**src/rtl/fetch_unit.sv**
```systemverilog
// fetch_unit: owns the fetch PC, keeps at most one ROM read in flight
// and buffers returned words in a small prefetch FIFO for the core.
module fetch_unit #(
  parameter logic [31:0] RESET_PC = 32'h0000_0000,
  parameter int unsigned DEPTH    = 2
) (
  input  logic        clk,
  input  logic        rst,
  output logic        rom_req,
  output logic [31:0] rom_addr,
  input  logic        rom_gnt,
  input  logic        rom_rvalid,
  input  logic [31:0] rom_rdata,
  output logic        instr_valid,
  input  logic        instr_ready,
  output logic [31:0] instr,
  output logic [31:0] instr_pc,
  output logic [31:0] pc_plus4,
  output logic [31:0] pc_plus8,
  input  logic        branch_taken,
  input  logic [31:0] branch_target,
  input  logic        halt
);

  localparam int unsigned AW = $clog2(DEPTH);
  localparam int unsigned CW = AW + 1;
  localparam logic [CW:0] DEPTH_C = (CW+1)'(DEPTH);

  typedef enum logic [1:0] {
    BOOT,
    RUN,
    DRAIN
  } state_e;

  state_e        state_q;
  logic [31:0]   fetch_pc_q;
  logic [31:0]   req_pc_q;
  logic          out_q;
  logic [AW-1:0] rd_ptr_q;
  logic [AW-1:0] wr_ptr_q;
  logic [CW-1:0] count_q;

  logic [31:0] mem_instr [DEPTH];
  logic [31:0] mem_pc    [DEPTH];

  logic        grant;
  logic        push;
  logic        pop;
  logic        out_d;
  logic [CW:0] in_use;
  logic        unused_tgt_lsb;

  assign unused_tgt_lsb = ^branch_target[1:0];

  // Slots already promised: buffered words plus the read in flight.
  assign in_use = {1'b0, count_q} + {{CW{1'b0}}, out_q};

  assign instr_valid = (count_q != '0);
  assign rom_addr    = fetch_pc_q;
  assign rom_req     = (state_q == RUN) && !halt && (in_use < DEPTH_C);

  assign grant = rom_req && rom_gnt;
  assign push  = out_q && rom_rvalid && (state_q == RUN) && !branch_taken;
  assign pop   = instr_valid && instr_ready && !branch_taken;
  assign out_d = grant || (out_q && !rom_rvalid);

  always_ff @(posedge clk or negedge rst) begin
    if (!rst) begin
      state_q    <= BOOT;
      fetch_pc_q <= RESET_PC;
      req_pc_q   <= '0;
      out_q      <= 1'b0;
      rd_ptr_q   <= '0;
      wr_ptr_q   <= '0;
      count_q    <= '0;
    end else if (branch_taken) begin
      fetch_pc_q <= {branch_target[31:2], 2'b00};
      out_q      <= out_d;
      rd_ptr_q   <= '0;
      wr_ptr_q   <= '0;
      count_q    <= '0;
      state_q    <= out_d ? DRAIN : RUN;
    end else begin
      if (grant) begin
        fetch_pc_q <= fetch_pc_q + 32'd4;
        req_pc_q   <= fetch_pc_q;
      end
      out_q <= out_d;
      if (push) wr_ptr_q <= wr_ptr_q + AW'(1);
      if (pop) rd_ptr_q <= rd_ptr_q + AW'(1);
      if (push && !pop) begin
        count_q <= count_q + CW'(1);
      end else if (pop && !push) begin
        count_q <= count_q - CW'(1);
      end
      case (state_q)
        BOOT:    state_q <= RUN;
        RUN:     state_q <= RUN;
        DRAIN:   if (out_q && rom_rvalid) state_q <= RUN;
        default: state_q <= BOOT;
      endcase
    end
  end

  always_ff @(posedge clk) begin
    if (push) begin
      mem_instr[wr_ptr_q] <= rom_rdata;
      mem_pc[wr_ptr_q]    <= req_pc_q;
    end
  end

  always_comb begin
    instr    = '0;
    instr_pc = '0;
    pc_plus4 = '0;
    pc_plus8 = '0;
    if (instr_valid) begin
      instr    = mem_instr[rd_ptr_q];
      instr_pc = mem_pc[rd_ptr_q];
      pc_plus4 = mem_pc[rd_ptr_q] + 32'd4;
      pc_plus8 = mem_pc[rd_ptr_q] + 32'd8;
    end
  end

`ifndef SYNTHESIS
  always @(posedge clk) begin
    if (rst) assert ({1'b0, count_q} <= DEPTH_C);
  end
`endif

endmodule
```
**config.mk**
```make
export PLATFORM = sky130hd
export DESIGN_NAME = fetch_unit
export DESIGN_NICKNAME = d
export VERILOG_FILES = /design/src/rtl/fetch_unit.sv
export SDC_FILE = /design/constraint.sdc
export NUM_CORES = 1
export LEC_CHECK = 0
export CELL_PAD_IN_SITES_DETAIL_PLACEMENT = 0
export CELL_PAD_IN_SITES_GLOBAL_PLACEMENT = 2
export CORE_MARGIN = 5
export CORE_UTILIZATION = 29
export DETAILED_ROUTE_END_ITERATION = 10
export GPL_ROUTABILITY_DRIVEN = 0
export HOLD_SLACK_MARGIN = 0.02
export PLACE_DENSITY_LB_ADDON = 0.1
export SLEW_MARGIN = 20
export SYNTH_ARGS = -nofsm -noshare
export SYNTH_HDL_FRONTEND = slang
export SYNTH_SLANG_ARGS = --single-unit
```
**constraint.sdc**
```tcl
create_clock -name clk -period 5.76 [get_ports clk]
set_input_delay 1.152 -clock clk [delete_from_list [all_inputs] [get_ports clk]]
set_output_delay 1.152 -clock clk [all_outputs]
set_load 0.02 [all_outputs]
```
==> out/summary.md, run 1 <==
The setup check on the worst reg-to-reg path leaves a slack of 3.33 ns. The run gives 2 as the largest buffer count on any clock path. The min-delay analysis places its worst path in the category reg -> reg. The run finished with clean final reports.

After detailed routing, the number of remaining DRC violations is 0. The final period demand of the worst path is 5.12 ns. The average cell area after synthesis was 11.3 um2; the pin slew with the least headroom to its limit was 0.902 ns.

The run gives 1.07 mW as the net switching power. The slowest stage of the critical path belongs to the cell sky130_fd_sc_hd__dfrtp_4. The Yosys step of the flow raised 0 warnings. For the number of fillers in the final layout, the log shows 3,185.

The leading register cell type out of synthesis is sky130_fd_sc_hd__edfxtp_1. After clock tree synthesis, the flow added hold-fix buffers numbering 0. In this run, synthesis inferred 124 flip-flops with an integrated enable. After detailed routing, the total wire length is 28,400 um.

The number of global-route vias before repair was 7,194; the initial core utilization was 29.5%. After clock tree synthesis, the setup repair step added 0 buffers. Detailed-router iteration count before antenna repair: 5. Across the VDD grid, the largest voltage drop is 0.192 mV.

The first global-routing pass estimated 43,700 um of wire. The share of total power dissipated in sequential elements is 48.5%. The worst register-to-register path begins at state_q[1]$_DFFE_PN0P_. The I/O pin total is 233, and the worst endpoint data arrival time is 3.97 ns. Counting flops and latches in the post-synthesis netlist gives 191. Along the worst hold path, the cell count comes to 0. The switching share of total power is 29.7%. For the post-cts sizing count, the log shows 0.

The category of the most critical setup path is reg -> out. The H-tree generated during clock tree synthesis spans 4 levels. For the number of setup violations in the final report, the log shows 0. After global routing the overflow that remains totals 0. The worst setup path is captured at a primary output. The clock network burns 32.0% of the power. The total inserted antenna cells is 0, and the instance area at placement is 0.0123 mm2. Across all layers, the routed design uses 7,125 vias. For the area enclosed by the die boundary, the log shows 0.0369 mm2. The initial antenna violation count came out at 1. Setup repair after global routing left no endpoint under its margin. The post-detailed-route count of antenna-violating nets is 0. Combinational logic is responsible for 19.5% of the overall power. Number of buffers inserted during clock tree synthesis: 17. The top fanout value on the critical path was 44. After synthesis, the share of flip-flops with an asynchronous set or reset is 35.1%. In this run, the number of DRC markers left after iteration 0 of detailed routing was 366. The largest single stage delay on the critical path is 0.77 ns. In the routed layout, each cell is associated on average with a via count of 4.69. The number of instances in the synthesized netlist was 854. The end-of-flow core utilization is 39.4%, and the final non-filler cell area is 0.0129 mm2. The run gives 0.471 ns as the smallest hold slack.

The tree is rooted in a sky130_fd_sc_hd__clkbuf_16. Across the routed clock network, the largest skew measured is 0.0163 ns. The tools report the destination of the worst hold path as mem_pc[1][26]$_DFFE_PP_. After clock tree synthesis, the clock-pin slew on the worst setup and hold paths is 0.08 ns.

Sequential elements use 56.2% of the synthesized area. The worst register-to-register path has a depth of 4. After floorplanning, the core was sized to cover 0.0326 mm2. The die height is 192 um, and the number of library cell types mapped by synthesis is 58. The tools report the max-slew headroom at the worst pin as 39.9%. The die width came out at 192 um. TritonCTS built the clock tree. The worst register-to-register path ends at mem_pc[0][31]$_DFFE_PP_.

The analysis attributes to cell leakage a power of 4.30 nW. Setup total negative slack on the finished layout was measured at 0 ns. The clock net in this run drives a total of 191 sinks. Entering global routing, the biggest net connects 60 pins.

In this run the power density over the cells is 281 mW/mm2. The number of nets at the end of the flow is 1,139. Internal power comes to 2.54 mW. STA puts the critical path data required time at 4.61 ns.

The critical path goes through mux2i_1 > inv_1 > ha_1 > inv_1 > a211oi_2 > nand3_1 > buf_4 > nor3_1 > mux2i_1 > clkdlybuf4s50_1. Clock network latency to the later pin of the worst-skew pair: 0.43 ns. Max-cap violations in this run came to 0. The fraction of final layout cells with drive strength greater than 1 came out at 9.09%. The cell row count is 66, and the post-synthesis instance area is 0.00961 mm2. Dividing the final minimum period by the clock period gives 88.9%.

The number of pins with negative max-slew slack in the final report is 0. Final number of hold-violating endpoints: 0. The tools report the beginning of the worst hold path as req_pc_q[26]$_DFFE_PN0P_. Once detailed placement completed, the half-perimeter wirelength came to 21,200 um. The layout-stage area growth over the synthesis result was 33.9%.

The worst setup path is launched from a flip-flop. In this run the tool buffered the top-level ports with 222 buffer cells. Dividing the detail-routed wire length by the instance count gives 18.7 um. Static timing analysis puts the maximum clock frequency at 195 MHz. For this run, the total global-route usage over all layers was measured as 15.3%.
## cell type report
type | count | area, um2 | share of cell area [%]
clock buffers | 18 | 429 | 3.34
inverters | 16 | 60.1 | 0.467
clock inverters | 14 | 151 | 1.18
well taps | 442 | 553 | 4.30
multi-input cells | 603 | 3940 | 30.6
flip-flops and latches | 191 | 5400 | 42.0
repair buffers | 236 | 2330 | 18.1
## how the worst max path moves through the flow
stage	start	to	slack, ns
floorplan	rom_rvalid	mem_instr[1][0]$_DFFE_PP_	1.15
CTS	rd_ptr_q$_DFFE_PN0P_	pc_plus4[29]	0.54
finish	rd_ptr_q$_DFFE_PN0P_	pc_plus4[27]	0.64
global placement	rd_ptr_q$_DFFE_PN0P_	pc_plus4[22]	1.10
detailed placement	rd_ptr_q$_DFFE_PN0P_	pc_plus4[22]	1.06
global route	rd_ptr_q$_DFFE_PN0P_	pc_plus4[29]	0.36
## cells in the final DEF (no fill, tap or decap), types with 6 or more instances in the layout
cell                              instances
sky130_fd_sc_hd__clkdlybuf4s50_1        220
sky130_fd_sc_hd__edfxtp_1               124
sky130_fd_sc_hd__nor2_1                  98
sky130_fd_sc_hd__nand2_1                 85
sky130_fd_sc_hd__mux2i_1                 67
sky130_fd_sc_hd__dfrtp_1                 66
sky130_fd_sc_hd__o21ai_0                 53
sky130_fd_sc_hd__xnor2_1                 45
sky130_fd_sc_hd__nand3_1                 33
sky130_fd_sc_hd__mux2_2                  28
sky130_fd_sc_hd__nor3_1                  23
sky130_fd_sc_hd__nand4_1                 23
sky130_fd_sc_hd__o31ai_1                 17
sky130_fd_sc_hd__clkbuf_16               17
sky130_fd_sc_hd__inv_1                   15
sky130_fd_sc_hd__nand3b_1                15
sky130_fd_sc_hd__buf_4                   13
sky130_fd_sc_hd__xor2_1                  11
sky130_fd_sc_hd__a22oi_1                 11
sky130_fd_sc_hd__conb_1                   8
sky130_fd_sc_hd__and3_1                   6
sky130_fd_sc_hd__a21oi_1                  6
sky130_fd_sc_hd__nand4b_1                 6
sky130_fd_sc_hd__nor4_1                   6
## power by group through the flow
stage,clock network (mW),logic (mW),registers (mW)
after floorplan,0,0.390,1.75
after global placement,0,0.710,1.77
after detailed placement,0,0.715,1.78
after CTS,1.20,0.717,1.75
after global routing,1.25,0.766,1.78
final,1.16,0.704,1.75
## critical path, delay by kind of cell, from the launching register on
kind | cells | cell delay [ns]
flops | 1 | 0.77
mux | 2 | 0.44
buf+inv | 4 | 1.05
compound gates | 1 | 0.60
fa+ha+maj | 1 | 0.24
simple gates | 2 | 0.41
## flip-flops by register name, summed over array words and instances (netlist names)
| signal | flops |
|---|---|
| mem_pc | 60 |
| wr_ptr_q | 1 |
| state_q | 2 |
| rd_ptr_q | 1 |
| rom_addr | 30 |
| mem_instr | 64 |
| req_pc_q | 30 |
| out_q | 1 |
| count_q | 2 |
## cells by family after synthesis
family / share of synthesized area [%]
fa+ha+maj: 0.391
xor+xnor: 5.10
compound gates: 7.34
mux: 10.3
flops: 56.2
simple gates: 17.3
other cells: 0.0390
buf+inv: 3.40
## cells in the mapped netlist, drive strengths merged, types with 3 or more instances
cell type / n / share of area [%]
and3: 6 / 0.39
a22oi: 12 / 0.99
and2: 5 / 0.33
mux2i: 67 / 7.0
nand4: 23 / 1.5
nor3: 25 / 1.4
o21a: 3 / 0.23
nor2: 99 / 3.9
ha: 3 / 0.39
nand2: 86 / 3.4
a21oi: 6 / 0.31
nand3: 34 / 1.8
nand3b: 15 / 1.2
edfxtp: 124 / 39
xnor2: 45 / 4.1
buf: 30 / 2.0
mux2: 28 / 3.3
o211ai: 3 / 0.23
a221oi: 3 / 0.27
dfrtp: 67 / 17
o31ai: 17 / 1.3
o21ai: 57 / 3.0
or2: 5 / 0.33
inv: 15 / 0.59
nor2b: 3 / 0.20
xor2: 11 / 1.0
nand4b: 6 / 0.55
clkbuf: 21 / 0.82
nor4: 13 / 1.6
## per-stage QoR
step                      instances  power, mW  setup WS, ns
after floorplan                 861       2.14          1.15
after global placement         1488       2.48          1.10
after detailed placement       1488       2.50          1.06
after CTS                      1520       3.67         0.543
after global routing           1520       3.79         0.365
final                          1520       3.61         0.640
## per-layer routing
metal | GRT usage [%] | part of all wire [%] | wire length, um | vias to the layer above
li1 | - | - | - | 3519
met1 | 23.9 | 52 | 14900 | 3395
met2 | 21.7 | 41 | 11700 | 197
met3 | 3.22 | 5.5 | 1550 | 12
met4 | 2.93 | 0.73 | 207 | 2
met5 | 0 | 0.046 | 13 | -
(Power assumes the default switching activity.)
==> run 2: changes to the inputs <==
--- a/config.mk
+++ b/config.mk
@@ -7,6 +7,7 @@
 export LEC_CHECK = 0
 export CELL_PAD_IN_SITES_DETAIL_PLACEMENT = 0
 export CELL_PAD_IN_SITES_GLOBAL_PLACEMENT = 2
+export CORE_ASPECT_RATIO = 0.9
 export CORE_MARGIN = 5
 export CORE_UTILIZATION = 29
 export DETAILED_ROUTE_END_ITERATION = 10
==> run 2 against run 1 <==
  * Clock-buffer cell count unchanged
  * Critical path depth decreased by 2
  * Die area about the same
  * Power increased by 1.2%
  * Final area decreased by 0.14%
  * Utilization decreased by 0.36 points
  * Combinational power increased by 0.9%
  * Sequential share of layout area increased by 0.057 points
  * Wire length decreased by 0.74%
  * Clock power about the same
  * Final cell count decreased by 1.5%
  * Clock skew increased by 0.0023 ns
  * Critical endpoint is now pc_plus4[23]
==> out/summary.md, run 2 (synthesis results as in run 1) <==
The run finished with clean final reports. The multi-input combinational cell area is 0.00394 mm2, and the final number of hold-violating endpoints is 0. The run gives 0 as the initial antenna violation count. TritonCTS built the clock tree. STA classifies the critical path startpoint as a flip-flop.

The number of antenna diodes in the final layout is 0. For this design the ratio of total power to cell area is 285 mW/mm2. The number of remaining DRC errors is 0. The top fanout value on the critical path was 15. Summing over every cut layer, the via total after detailed routing is 7,080.

The first global-routing pass estimated 43,600 um of wire. After clock tree synthesis, the setup repair step added 0 buffers. The count of cells along the worst register-to-register path was 4; the number of hold buffers added after CTS was 0. Leaving out fill and tap cells, the most frequent cell in the layout is sky130_fd_sc_hd__clkdlybuf4s50_1. Once the floorplan was initialized, standard cells occupied 29.2% of the core.

The top cell types in the final layout, fill and taps aside, are sky130_fd_sc_hd__clkdlybuf4s50_1, sky130_fd_sc_hd__edfxtp_1, sky130_fd_sc_hd__nor2_1. Pin slew with the least headroom to its limit: 0.864 ns. The tools report the I/O pin total as 233. For the worst setup path, the data arrival time is 3.86 ns. In this run the core area contains 63 standard-cell rows. The region available for standard cell placement spans 0.0329 mm2. Before antenna repair, the detailed router went through 5 iterations.

The number of buffers inserted during clock tree synthesis was 17. Clock-pin slew was measured on the worst setup and hold paths at 0.07 ns. CTS placed an instance of sky130_fd_sc_hd__clkbuf_16 at the clock tree root. For this run the aggregate overflow at the end of global routing stands at 0. The worst pin sits at a relative slew slack of 41.8%.

The fraction of final layout cells with drive strength greater than 1 came out at 8.84%. The count of nets left with antenna violations once routing finished came out at 0. Summed over all failing endpoints, the final setup total negative slack is 0 ns. The endpoint identified for the worst register-to-register timing path is mem_pc[1][17]$_DFFE_PP_. The run gives 23.9% as the global-route track usage on met1. The largest voltage drop on the vdd net was 0.199 mV. The slowest stage cell on the critical path was sky130_fd_sc_hd__clkdlybuf4s50_1. Across the run, the number of max-cap violations was 0. For the number of setup violations in the final report, the log shows 0.

In this run the critical register-to-register path is launched from state_q[1]$_DFFE_PN0P_. The critical path goes through mux2_2 > ha_1 > inv_1 > a211oi_2 > nand3_1 > nor3_1 > mux2i_1 > clkdlybuf4s50_1. The most critical setup path has its endpoint at pc_plus4[23]. In this run the worst hold path is classified as reg -> reg.

In this run the static leakage power is 4.30 nW. The H-tree was split into 4 levels. The worst setup skew after layout is 0.0186 ns, and the slack of the worst reg-to-reg path is 3.47 ns. The final layout contains 1,136 nets. The die width came out at 202 um. The number of global-route vias before repair came out at 7,042. The logs give 4.61 ns for the required time of the worst setup path and 0 for the post-cts sizing count.

The largest single stage delay on the critical path is 0.63 ns. The largest registers in the layout are mem_instr x64, mem_pc x60. The detailed-route wire length per cell came out at 18.8 um. Total clock sinks: 191. The tools report the type of destination of the critical path as a primary output.

The register with the most flip-flops in the final layout is mem_instr. The layout-stage area growth over the synthesis result came out at 33.7%. The setup path with the least slack is of type reg -> out. The clock reaches the later pin of the worst-skew pair after 0.43 ns.

The tools report the launching element of the worst setup path as rd_ptr_q$_DFFE_PN0P_. The tools report the timing-limited maximum frequency as 199 MHz. Setup repair after global routing left no endpoint under its margin. The flip-flop count of the largest register, all copies and words added was 64. The end-of-flow core utilization came out at 39.1%. The sequential cell area was 0.00540 mm2; the largest buffer count on any clock path was 2.

The logs give 3.09% for the met3 usage in global routing and 21.3% for the global-route track usage on met2. The floorplan step defined a die boundary enclosing 0.0369 mm2. The post-route clock period utilization was 87.0%; the number of fillers in the final layout was 3,170. The clock period could shrink to 5.01 ns.

The number of input and output port buffers inserted is 222, and the combined global-route utilization of all metal layers is 15.0%. The logs give 0 for the number of pins with negative max-slew slack in the final report and 28,200 um for the aggregate routed wire length. For the DRC violation total after the first TritonRoute iteration, the log shows 404. The die height is 183 um, and the mean number of vias per cell is 4.73. met1 is the most crowded layer. The HPWL after detailed placement is 21,200 um.

Entering global routing, the biggest net connects 68 pins.
[run 2: area by class of cell]
cell class / instances / area share, %
Sequential cell: 191 / 42.1
Multi-Input combinational cell: 603 / 30.7
Timing Repair Buffer: 233 / 18.1
Tap cell: 422 / 4.11
Clock buffer: 18 / 3.34
Clock inverter: 14 / 1.31
Inverter: 16 / 0.467
[run 2: worst min path at each step]
stage,startpoint,endpoint,cells past startpoint
final,req_pc_q[31]$_DFFE_PN0P_,mem_pc[1][31]$_DFFE_PP_,0
after floorplan,req_pc_q[10]$_DFFE_PN0P_,mem_pc[0][10]$_DFFE_PP_,0
after detailed placement,req_pc_q[28]$_DFFE_PN0P_,mem_pc[1][28]$_DFFE_PP_,0
after global routing,req_pc_q[28]$_DFFE_PN0P_,mem_pc[0][28]$_DFFE_PP_,0
after CTS,req_pc_q[31]$_DFFE_PN0P_,mem_pc[1][31]$_DFFE_PP_,0
after global placement,req_pc_q[31]$_DFFE_PN0P_,mem_pc[0][31]$_DFFE_PP_,0
[run 2: routing by layer]
metal | wire length (um) | share of wire [%]
met2 | 11600 | 41
met5 | 0 | 0
met4 | 198 | 0.70
met1 | 15000 | 53
met3 | 1290 | 4.6
[run 2: per-stage QoR]
| stage | cells | power [mW] | hold slack (ns) | cell area (um2) | setup WS (ns) |
|---|---|---|---|---|---|
| after detailed placement | 1465 | 2.51 | 0.457 | 12300 | 1.15 |
| after global routing | 1497 | 3.83 | 0.491 | 12800 | 0.486 |
| after floorplan | 861 | 2.14 | 0.437 | 9650 | 1.15 |
| after CTS | 1497 | 3.71 | 0.468 | 12800 | 0.645 |
| after global placement | 1465 | 2.49 | 0.448 | 12300 | 1.15 |
| final | 1497 | 3.66 | 0.467 | 12800 | 0.747 |
[run 2: critical path, delay by kind of cell (launching register included)]
family	cells	cell delay, ns
AOI/OAI and AO/OA	1	0.53
adders and majority gates	1	0.26
buffers and inverters	2	0.74
DFF	1	0.60
muxes	2	0.57
and+or+nand+nor	2	0.71
[run 2: where the power goes]
part | leakage [nW] | internal (mW) | switching [mW]
clock | 0.296 | 0.657 | 0.536
sequential | 1.95 | 1.62 | 0.130
combinational | 2.06 | 0.336 | 0.374
